### src/rtl/datapath_sequencer.sv
// Hardwired micro-sequencer for the single-bus Mini SRC datapath: fetch, decode
// and execute of register/immediate ALU ops, mul/div, neg/not, nop and halt.
module datapath_sequencer #(
  parameter int MEM_TIMEOUT = 15,
  parameter int ADDR_W      = 4
) (
  input  logic                     Clock,
  input  logic                     Clear,
  input  logic                     Run,
  input  logic [31:0]              IR_Data,
  input  logic                     Mem_Ready,
  output logic                     PC_Out,
  output logic                     MDR_Out,
  output logic                     ZHI_Out,
  output logic                     ZLO_Out,
  output logic                     HI_Out,
  output logic                     LO_Out,
  output logic                     C_Out,
  output logic                     PC_In,
  output logic                     MDR_In,
  output logic                     MAR_In,
  output logic                     IR_In,
  output logic                     Y_In,
  output logic                     ZHI_In,
  output logic                     ZLO_In,
  output logic                     HI_In,
  output logic                     LO_In,
  output logic [(2**ADDR_W)-1:0]   R_Out,
  output logic [(2**ADDR_W)-1:0]   R_In,
  output logic [4:0]               CONTROL,
  output logic                     IncPC,
  output logic                     Read,
  output logic                     Halted,
  output logic                     Fault
);

  localparam int NREG  = 2**ADDR_W;
  localparam int CNT_W = $clog2(MEM_TIMEOUT + 1);

  localparam logic [4:0] OP_ADD  = 5'd3;
  localparam logic [4:0] OP_AND  = 5'd5;
  localparam logic [4:0] OP_OR   = 5'd6;
  localparam logic [4:0] OP_ROL  = 5'd11;
  localparam logic [4:0] OP_ADDI = 5'd12;
  localparam logic [4:0] OP_ANDI = 5'd13;
  localparam logic [4:0] OP_ORI  = 5'd14;
  localparam logic [4:0] OP_MUL  = 5'd15;
  localparam logic [4:0] OP_DIV  = 5'd16;
  localparam logic [4:0] OP_NEG  = 5'd17;
  localparam logic [4:0] OP_NOT  = 5'd18;
  localparam logic [4:0] OP_NOP  = 5'd26;
  localparam logic [4:0] OP_HALT = 5'd27;

  typedef enum logic [3:0] {
    S_IDLE, S_T0, S_T1, S_T2, S_DEC, S_T3, S_T4, S_T5, S_T5M, S_T6M, S_HALT
  } state_t;

  typedef struct packed {
    logic            pc_out;
    logic            mdr_out;
    logic            zhi_out;
    logic            zlo_out;
    logic            hi_out;
    logic            lo_out;
    logic            c_out;
    logic            pc_in;
    logic            mar_in;
    logic            ir_in;
    logic            y_in;
    logic            zhi_in;
    logic            zlo_in;
    logic            hi_in;
    logic            lo_in;
    logic [NREG-1:0] r_out;
    logic [NREG-1:0] r_in;
    logic [4:0]      control;
    logic            inc_pc;
    logic            read;
    logic            halted;
  } ctrl_t;

  state_t             state_q, state_d;
  logic [CNT_W-1:0]   cnt_q, cnt_d;
  logic               fault_q, fault_d;
  ctrl_t              ctrl_q, ctrl_d;

  logic [4:0]         opcode_s;
  logic [ADDR_W-1:0]  ra_s, rb_s, rc_s;
  logic               is_reg_s, is_imm_s, is_md_s, is_un_s;
  logic [4:0]         alu_code_s;
  logic               unused_ir_s;

  function automatic logic [NREG-1:0] onehot(input logic [ADDR_W-1:0] idx);
    logic [NREG-1:0] v;
    v = {{(NREG-1){1'b0}}, 1'b1};
    return v << idx;
  endfunction

  assign opcode_s    = IR_Data[31:27];
  assign ra_s        = IR_Data[26 -: ADDR_W];
  assign rb_s        = IR_Data[22 -: ADDR_W];
  assign rc_s        = IR_Data[18 -: ADDR_W];
  assign unused_ir_s = ^IR_Data[14:0];

  assign is_reg_s = (opcode_s >= OP_ADD) && (opcode_s <= OP_ROL);
  assign is_imm_s = (opcode_s >= OP_ADDI) && (opcode_s <= OP_ORI);
  assign is_md_s  = (opcode_s == OP_MUL) || (opcode_s == OP_DIV);
  assign is_un_s  = (opcode_s == OP_NEG) || (opcode_s == OP_NOT);

  // Immediate forms reuse the ALU code of their register counterpart.
  always_comb begin
    case (opcode_s)
      OP_ADDI: alu_code_s = OP_ADD;
      OP_ANDI: alu_code_s = OP_AND;
      OP_ORI:  alu_code_s = OP_OR;
      default: alu_code_s = opcode_s;
    endcase
  end

  // Next state, memory-wait counter, sticky fault and next-cycle strobes.
  always_comb begin
    state_d = state_q;
    cnt_d   = {CNT_W{1'b0}};
    fault_d = fault_q;
    ctrl_d  = '0;

    case (state_q)
      S_IDLE: begin
        if (Run) state_d = S_T0;
        else     state_d = S_IDLE;
      end
      S_T0: state_d = S_T1;
      S_T1: begin
        if (Mem_Ready) begin
          state_d = S_T2;
        end else if (cnt_q == CNT_W'(MEM_TIMEOUT - 1)) begin
          state_d = S_HALT;
          fault_d = 1'b1;
        end else begin
          cnt_d = cnt_q + {{(CNT_W-1){1'b0}}, 1'b1};
        end
      end
      S_T2: state_d = S_DEC;
      S_DEC: begin
        if (is_reg_s || is_imm_s || is_md_s) begin
          state_d = S_T3;
        end else if (is_un_s) begin
          state_d = S_T4;
        end else if (opcode_s == OP_NOP) begin
          state_d = S_IDLE;
        end else if (opcode_s == OP_HALT) begin
          state_d = S_HALT;
        end else begin
          state_d = S_IDLE;
          fault_d = 1'b1;
        end
      end
      S_T3: state_d = S_T4;
      S_T4: begin
        if (is_md_s) state_d = S_T5M;
        else         state_d = S_T5;
      end
      S_T5:   state_d = S_IDLE;
      S_T5M:  state_d = S_T6M;
      S_T6M:  state_d = S_IDLE;
      S_HALT: state_d = S_HALT;
      default: state_d = S_IDLE;
    endcase

    // Strobes are decoded from the state being entered so they register cleanly.
    case (state_d)
      S_T0: begin
        ctrl_d.pc_out = 1'b1;
        ctrl_d.mar_in = 1'b1;
        ctrl_d.inc_pc = 1'b1;
      end
      S_T1: ctrl_d.read = 1'b1;
      S_T2: begin
        ctrl_d.mdr_out = 1'b1;
        ctrl_d.ir_in   = 1'b1;
      end
      S_T3: begin
        ctrl_d.r_out = onehot(rb_s);
        ctrl_d.y_in  = 1'b1;
      end
      S_T4: begin
        ctrl_d.zhi_in  = 1'b1;
        ctrl_d.zlo_in  = 1'b1;
        ctrl_d.control = alu_code_s;
        if (is_imm_s) begin
          ctrl_d.c_out = 1'b1;
        end else if (is_un_s) begin
          ctrl_d.r_out = onehot(rb_s);
        end else begin
          ctrl_d.r_out = onehot(rc_s);
        end
      end
      S_T5: begin
        ctrl_d.zlo_out = 1'b1;
        ctrl_d.r_in    = onehot(ra_s);
      end
      S_T5M: begin
        ctrl_d.zlo_out = 1'b1;
        ctrl_d.lo_in   = 1'b1;
      end
      S_T6M: begin
        ctrl_d.zhi_out = 1'b1;
        ctrl_d.hi_in   = 1'b1;
      end
      S_HALT: ctrl_d.halted = 1'b1;
      default: ctrl_d = '0;
    endcase
  end

  // State, counter, fault and output registers.
  always_ff @(posedge Clock or negedge Clear) begin
    if (!Clear) begin
      state_q <= S_IDLE;
      cnt_q   <= {CNT_W{1'b0}};
      fault_q <= 1'b0;
      ctrl_q  <= '0;
    end else begin
      state_q <= state_d;
      cnt_q   <= cnt_d;
      fault_q <= fault_d;
      ctrl_q  <= ctrl_d;
    end
  end

  assign PC_Out  = ctrl_q.pc_out;
  assign MDR_Out = ctrl_q.mdr_out;
  assign ZHI_Out = ctrl_q.zhi_out;
  assign ZLO_Out = ctrl_q.zlo_out;
  assign HI_Out  = ctrl_q.hi_out;
  assign LO_Out  = ctrl_q.lo_out;
  assign C_Out   = ctrl_q.c_out;
  assign PC_In   = ctrl_q.pc_in;
  assign MAR_In  = ctrl_q.mar_in;
  assign IR_In   = ctrl_q.ir_in;
  assign Y_In    = ctrl_q.y_in;
  assign ZHI_In  = ctrl_q.zhi_in;
  assign ZLO_In  = ctrl_q.zlo_in;
  assign HI_In   = ctrl_q.hi_in;
  assign LO_In   = ctrl_q.lo_in;
  assign R_Out   = ctrl_q.r_out;
  assign R_In    = ctrl_q.r_in;
  assign CONTROL = ctrl_q.control;
  assign IncPC   = ctrl_q.inc_pc;
  assign Read    = ctrl_q.read;
  assign Halted  = ctrl_q.halted;
  assign Fault   = fault_q;
  // MDR loads in the same T1 cycle the memory reports data valid.
  assign MDR_In  = ctrl_q.read & Mem_Ready;

endmodule

### config.mk
export PLATFORM = sky130hd
export DESIGN_NAME = datapath_sequencer
export DESIGN_NICKNAME = d
export VERILOG_FILES = /design/src/rtl/datapath_sequencer.sv
export SDC_FILE = /design/constraint.sdc
export NUM_CORES = 1
export LEC_CHECK = 0
export ABC_AREA = 1
export CORE_ASPECT_RATIO = 0.6
export CORE_MARGIN = 2
export CORE_UTILIZATION = 59
export CTS_CLUSTER_SIZE = 28
export DETAILED_ROUTE_END_ITERATION = 10
export DONT_BUFFER_PORTS = 1
export HOLD_SLACK_MARGIN = 0.06
export PLACE_DENSITY = 0.75
export SLEW_MARGIN = 15
export SYNTH_ARGS = -nofsm -noshare
export SYNTH_HDL_FRONTEND = slang
export SYNTH_SLANG_ARGS = --single-unit
### constraint.sdc
create_clock -name Clock -period 3.3 [get_ports Clock]
set_clock_uncertainty 0.2 [all_clocks]
set_input_delay 0.495 -clock Clock [delete_from_list [all_inputs] [get_ports Clock]]
set_output_delay 0.495 -clock Clock [all_outputs]
set_load 0.01 [all_outputs]
== Word-level counts from Yosys, hierarchy flattened ==
Index checks and enable logic that the tools add are counted.
Widths: inputs -> output; s select.

* Bits in registers: 57
* Latch bits: 0
* Memory bits (writable): 0
* Bits in read-only memories: 0
* Bits of input ports: 36
* Output and inout bits: 57
* Word-level logic and storage cells: 105
* Memories kept: 0

* $add $sub $neg: 1
* Multipliers: 0
* Div/mod/pow operators: 0
* $lt $le $gt $ge: 4
* Eq/ne operators: 33
* Shift-type cells: 3
* Mux-type cells: 36
* Bitwise operators: 1
* Reduce and logical (&&, ||, !) cells: 10

{| class="wikitable"
|+ Operator list
! operator !! number
|-
| $mux 16 || 3
|-
| $shl 1x4->16 const A || 3
|-
| $mux 4 || 10
|-
| $pmux 4 s9 || 1
|-
| $pmux 16 s2 || 1
|-
| $eq 5x5->1 const B || 5
|-
| $eq 4x3->1 const B || 6
|-
| $eq 4x4->1 const B || 6
|-
| $eq 5x4->1 const B || 4
|-
| $mux 1 || 17
|-
| $eq 4x2->1 const B || 4
|-
| $pmux 5 s3 || 1
|-
| $ne 2x2->1 const B || 6
|-
| $le 5x4->1 const B || 2
|-
| $eq 4x1->1 const B || 2
|-
| $reduce_and 7->1 || 1
|-
| $ge 5x2->1 const B || 1
|-
| $ge 5x4->1 const B || 1
|-
| $mux 5 || 1
|-
| $add 4x1->4 const B || 1
|-
| $logic_not 4->1 || 1
|-
| $logic_or 1x1->1 || 4
|-
| $logic_and 1x1->1 || 2
|-
| $mux 2 || 1
|-
| 4 further kinds || 4
|}

== Depth between registers and ports, before layout ==
Gate-level depths: netlist of the first run.

* Depth after elaboration: 9
* Mapped depth: 11
* Depth with buffers taken out: 10

== Least setup slack after synthesis of the first run ==
OpenSTA, ideal clock, no wires.

* Kind: input to register
* Start: in IR_Data[29]
* End: reg ctrl_q (netlist bit R_Out[11])
* Library setup time: 0.117 ns
* Arrival: 1.461 ns
* Required time: 2.983 ns
* Path slack: 1.523 ns
* Cell stages on the path: 11
* Buffers on the path: 1
* Cells stage by stage: nor2_1 -> nand2_1 -> nand2_1 -> nand2_2 -> nand2_4 -> inv_2 -> nor2_4 -> nand3_4 -> buf_8 -> nand3_2 -> nand2_1

{| class="wikitable"
|+ RTL lines
! what !! line !! RTL
|-
| from (decl) || 10 || <nowiki>input logic [31:0] IR_Data,</nowiki>
|-
| to (signal assigned) || 226 || <nowiki>ctrl_q <= ctrl_d;</nowiki>
|-
| to (decl) || 85 || <nowiki>ctrl_t ctrl_q, ctrl_d;</nowiki>
|}

==> results of run 1 <==
[state kept, by name, indices dropped and copies added (netlist names)]
name     flops
R_In        16
R_Out       16
CONTROL      5
cnt_q        4
state_q      4
C_Out        1
Fault        1
HI_In        1
Halted       1
IR_In        1
IncPC        1
LO_In        1
Read         1
Y_In         1
ZHI_In       1
ZLO_Out      1
[through the flow]
step                hold slack [ps]  instance area, µm²  cells
floorplan                    -0.591                2940    356
CTS                            84.5                3030    412
detailed placement            0.767                2900    402
finish                         91.4                3030    412
global route                   97.7                3030    412
global placement              0.461                2900    402
[power by group through the flow]
stage	Combinational, mW	Clock, mW	Sequential [mW]
3_5_place_dp	0.567	0	0.855
3_3_place_gp	0.555	0	0.854
2_1_floorplan	0.565	0	0.833
5_1_grt	0.656	0.427	0.854
4_1_cts	0.588	0.396	0.841
6_report	0.587	0.386	0.840
[worst min path at each step]
stage	from	end	slack, ps	depth (start not counted)
floorplan	Clear	CONTROL[0]$_DFF_PN0_	-0.6	0
global placement	Clear	cnt_q[0]$_DFF_PN0_	0.5	0
detailed placement	Clear	cnt_q[0]$_DFF_PN0_	0.8	0
CTS	Run	IncPC$_DFF_PN0_	80	2
global route	IR_Data[29]	CONTROL[2]$_DFF_PN0_	100	2
finish	Run	IncPC$_DFF_PN0_	90	2
[synth_stat cells (5+ instances only)]
cell / n / area [µm²]
buf_4: 8 / 60.1
buf_2: 5 / 25.0
nand3_2: 13 / 130
nand2_1: 56 / 210
nor2_2: 5 / 31.3
nand2_2: 7 / 43.8
dfrtp_1: 56 / 1400
nor2_1: 71 / 267
o21ai_0: 33 / 165
inv_1: 25 / 93.8
nand3_1: 36 / 180
inv_2: 9 / 33.8
[kinds of logic (layout without fill, tap and decap cells)]
group | Yosys count | in the layout | synth area share, %
and+or+nand+nor | 206 | 206 | 35.8
DFF | 56 | 56 | 47.7
buffers and inverters | 51 | 44 | 8.53
AOI/OAI and AO/OA | 36 | 36 | 6.35
adders and majority gates | 2 | 2 | 0.852
xor gates and xnor gates | 2 | 2 | 0.597
other | 1 | 3 | 0.128
[worst max-delay path: stages, from the launching register on]
cell,delay (ps)
dfrtp_1,430
inv_2,100
nand2_2,100
nor2_4,190
nand2_4,80
inv_2,260
nor2_4,80
nand3_4,240
nand2_2,180
nor2_1,130
[routing by layer]
layer / vias up / GRT usage [%]
li1: 1104 / -
met1: 1065 / 34.9
met2: 88 / 33.8
met3: 5 / 6.91
met4: 0 / 4.97
met5: - / 0
[area by class of cell]
cell class,instances,area share [%]
clock inverters,3,0.867
flip-flops and latches,56,46.2
multi-input cells,249,42.6
inverters,34,4.21
well taps,63,2.60
repair buffers,2,1.24
clock buffers,5,2.27
[what timing repair did]
item | 4_1_cts | 5_1_grt
endpoints found under the hold margin | 56 | 0
hold buffers | 2 | 0
setup endpoints to repair | 0 | 0
gates resized for setup | 0 | 0
==> metrics, run 1 <==
Worst Hold Class input pin to flop; CTS Sinks 56; cell-internal power 1.07 mW; Net count, final 386; leakage power 1.58 nW; Comb power frac 32.4%; CP endpoint CONTROL[0]$_DFF_PN0_; DR top layer met4; FF+latch count, synth 56; largest net degree at the start of global routing 57; routed wire length 6.13 mm; setup TNS 0 ps; clk_lat worst skew 310 ps; area grow syn2layout 3.28%; sequential share of the synthesized area 47.7%; share of cells above drive strength 1 15.5%; period utilization 62.7%; crit path capture type flop; Fill cells 397; flop2flop setup slack 1230 ps; Cell Area, Synth 2940 µm²; Period minus WS final 2070 ps; met1 WL 2.91 mm; grt ovf 0; Via-to-Cell Ratio 5.49; n_diodes 0; via count 2,262; Port-buffer cells 0; Initial Utilization 62.7%; GP Congestion 0.868; Seq pwr share 46.3%; fmax 483 MHz; met2 wire length 2.65 mm; vias in the first global route 2,080; CTS tree done; initial antenna violation count 0; crit start category flop; final hold viol count 0; HPWL after DPL 4.47 mm; final setup violating endpoints 0; CP Class flop to flop; residual DRC count 0; Max-Cap Viols 0; synthesized instance count 354; initial DRC count 148; Critical Path Fanout Max 19; critical path required time 3340 ps; Ports 93; Finished Core Util 64.7%; CTS Root Cell clkbuf_8; H-tree levels 2; CP startpoint state_q[3]$_DFF_PN0_; Psw 0.743 mW; routed length per instance 14.9 µm; Pwr Total 1.81 mW; DRT Pass-1 Iters 4; post-CTS setup repair buffer count 0; multi-input logic area 1290 µm²; TritonCTS buffer count 5; die width 95.1 µm; Clock Tree Buf Depth 2; antenna-violating nets left 0; reg-to-reg startpoint state_q[3]$_DFF_PN0_; Synth cell types 30; Post-synth EDFFs 0; Pins Over Slew Limit 0; clock share of power 21.3%; Site Rows 19; status finished clean; Most used DFF post-synth dfrtp_1; YS warnings 0; PnR worst setup slack 1230 ps; first-pass GRT wire length 10.1 mm; switching share of power 41.0%; core area 4680 µm²; most frequent cells in the layout 71 x nor2_1, 56 x dfrtp_1, 56 x nand2_1; Cell Pwr Density 598 nW/µm²; r2r worst-path depth 9; DIE AREA 5570 µm²; setup slack at placement 1050 ps; Synth Area per Inst 8.29 µm²; Slew HR 48.7%; RSZ-0062 raised after global routing no; Worst Tran Pin Value 767 ps; Die Y 58.6 µm; Clock transition at path regs 100 ps; VDD IR max 270 µV; Reg2Reg Capture Point CONTROL[0]$_DFF_PN0_; most common cell after layout, fill and taps aside nor2_1; Post-synth ARST share 100%; Storage cell area 1400 µm²; global-route usage over all layers 23.3%; CP Data Arrival Time 2110 ps; routed wire length on met3 531 µm
(Power assumes the default switching activity.)
==> run 2, diff against run 1 <==
--- a/config.mk
+++ b/config.mk
@@ -8,7 +8,7 @@
 export ABC_AREA = 1
 export CORE_ASPECT_RATIO = 0.6
 export CORE_MARGIN = 2
-export CORE_UTILIZATION = 59
+export CORE_UTILIZATION = 57
 export CTS_CLUSTER_SIZE = 28
 export DETAILED_ROUTE_END_ITERATION = 10
 export DONT_BUFFER_PORTS = 1
==> constraint.sdc (replaced) <==
create_clock -name Clock -period 1.7 [get_ports Clock]
set_clock_uncertainty 0.2 [all_clocks]
set_input_delay 0.255 -clock Clock [delete_from_list [all_inputs] [get_ports Clock]]
set_output_delay 0.255 -clock Clock [all_outputs]
set_load 0.01 [all_outputs]
==> run 2 against run 1 <==
  * The run now ends with negative hold slack, negative setup slack left
  * Die area is 3.3% higher
  * Combinational power grew to 3.0 times the previous value
  * Non-clock buffer count is 45 higher
  * Critical path depth stayed put
  * Critical endpoint is now C_Out$_DFF_PN0_
==> metrics, run 2 (synthesis gave the netlist of run 1 again) <==
status finished with violations; failing checks negative hold slack, negative setup slack; VDD IR max 632 µV; via count 2,510; final hold viol count 56; area grow syn2layout 19.9%; global-route usage over all layers 25.2%; most frequent cells in the layout 70 x nor2_1, 55 x dfrtp_1, 52 x nand2_1; r2r worst-path depth 9; DIE AREA 5760 µm²; hold slack -575 ps; Via-to-Cell Ratio 5.46; Initial Utilization 58.6%; CTS tree done; Worst Hold Class input pin to async pin; largest net degree at the start of global routing 57; die width 96.6 µm; Clock Tree Buf Depth 2; routed length per instance 15.1 µm; critical path required time 1740 ps; PnR worst setup slack -60.1 ps; CTS Sinks 56; residual DRC count 0; Pins Over Slew Limit 0; first-pass GRT wire length 11.4 mm; initial DRC count 153; routed wire length 6.94 mm; reg-to-reg startpoint state_q[3]$_DFF_PN0_; final setup violating endpoints 24; RSZ-0062 raised after global routing yes; Hold-fix buffers, CTS 21; Net count, final 431; vias in the first global route 2,373; Die Y 59.6 µm; leakage power 1.83 nW; antenna-violating nets left 0; GP Congestion 0.882; Storage cell area 1400 µm²; n_diodes 0; Critical Path Fanout Max 7; Reg2Reg Capture Point C_Out$_DFF_PN0_; fmax 568 MHz; crit path capture type flop; TritonCTS buffer count 5; Ports 93; Port-buffer cells 0; grt ovf 0; initial antenna violation count 0; Clock transition at path regs 100 ps; multi-input logic area 1340 µm²; HPWL after DPL 4.53 mm; CTS Root Cell clkbuf_8; Cell Pwr Density 1170 nW/µm²; Period minus WS final 1760 ps; Max-Cap Viols 0; flop2flop setup slack -60 ps; CP Data Arrival Time 1800 ps; Pwr Total 4.12 mW; share of cells above drive strength 1 22.6%; Fill cells 402; Site Rows 20; core area 5000 µm²; clk_lat worst skew 300 ps; DRT Pass-1 Iters 5; period utilization 104%; crit start category flop; H-tree levels 2; most common cell after layout, fill and taps aside nor2_1; CP Class flop to flop
## run 2: where the power goes
group	internal (mW)	total, mW	switching, mW
clock	0.295	0.729	0.434
combinational	0.754	1.77	1.02
sequential	1.47	1.61	0.146
## run 2: metrics by stage
| stage | setup TNS [ps] | instance area, µm² | utilization, % | setup WS (ps) | std cells |
|---|---|---|---|---|---|
| after floorplan | 0 | 2940 | - | 50.1 | 356 |
| after global placement | -1680 | 3080 | 61.5 | -141 | 423 |
| after detailed placement | -2350 | 3080 | 61.5 | -186 | 423 |
| after CTS | -464 | 3490 | 69.8 | -45.6 | 459 |
| after global routing | -2750 | 3520 | 70.4 | -135 | 460 |
| final | -703 | 3520 | 70.4 | -60.1 | 460 |
## run 2: metal layers
| metal | GRT usage [%] | share of wire (%) |
|---|---|---|
| met5 | 0 | 0 |
| met4 | 9.66 | 1.8 |
| met3 | 7.90 | 8.5 |
| met2 | 37.2 | 43 |
| met1 | 35.2 | 47 |
## run 2: final cells by class
type / count / area share [%]
sequential: 56 / 39.8
multi-input combinational: 249 / 38.1
timing repair buffer: 47 / 13.6
inverter: 34 / 3.70
tap: 66 / 2.35
clock buffer: 6 / 2.06
clock inverter: 2 / 0.391
## run 2: critical path, stage by stage (launching register included)
cell and delay, ps:
dfrtp_1 410, inv_2 110, nand2_4 80, nor2_4 180, nand3_2 110, nand3_2 110
nor2_4 50, nor2_8 150, nand2_2 150, nor2_1 140
## run 2: repair_timing
action,CTS,global route
gates resized for setup,13,11
pin swaps,12,8
hold endpoints to repair,100,56
setup endpoints to repair,25,31
buffers inserted,8,1
## run 2: worst max path at each step
stage	to	depth (start not counted)	start	slack (ps)
final	C_Out$_DFF_PN0_	9	state_q[3]$_DFF_PN0_	-60
after global routing	R_Out[8]$_DFF_PN0_	10	state_q[3]$_DFF_PN0_	-130
after CTS	R_Out[13]$_DFF_PN0_	10	state_q[2]$_DFF_PN0_	-50
after detailed placement	CONTROL[1]$_DFF_PN0_	9	state_q[1]$_DFF_PN0_	-190
after global placement	CONTROL[0]$_DFF_PN0_	9	state_q[1]$_DFF_PN0_	-140
after floorplan	R_Out[3]$_DFF_PN0_	11	state_q[2]$_DFF_PN0_	50
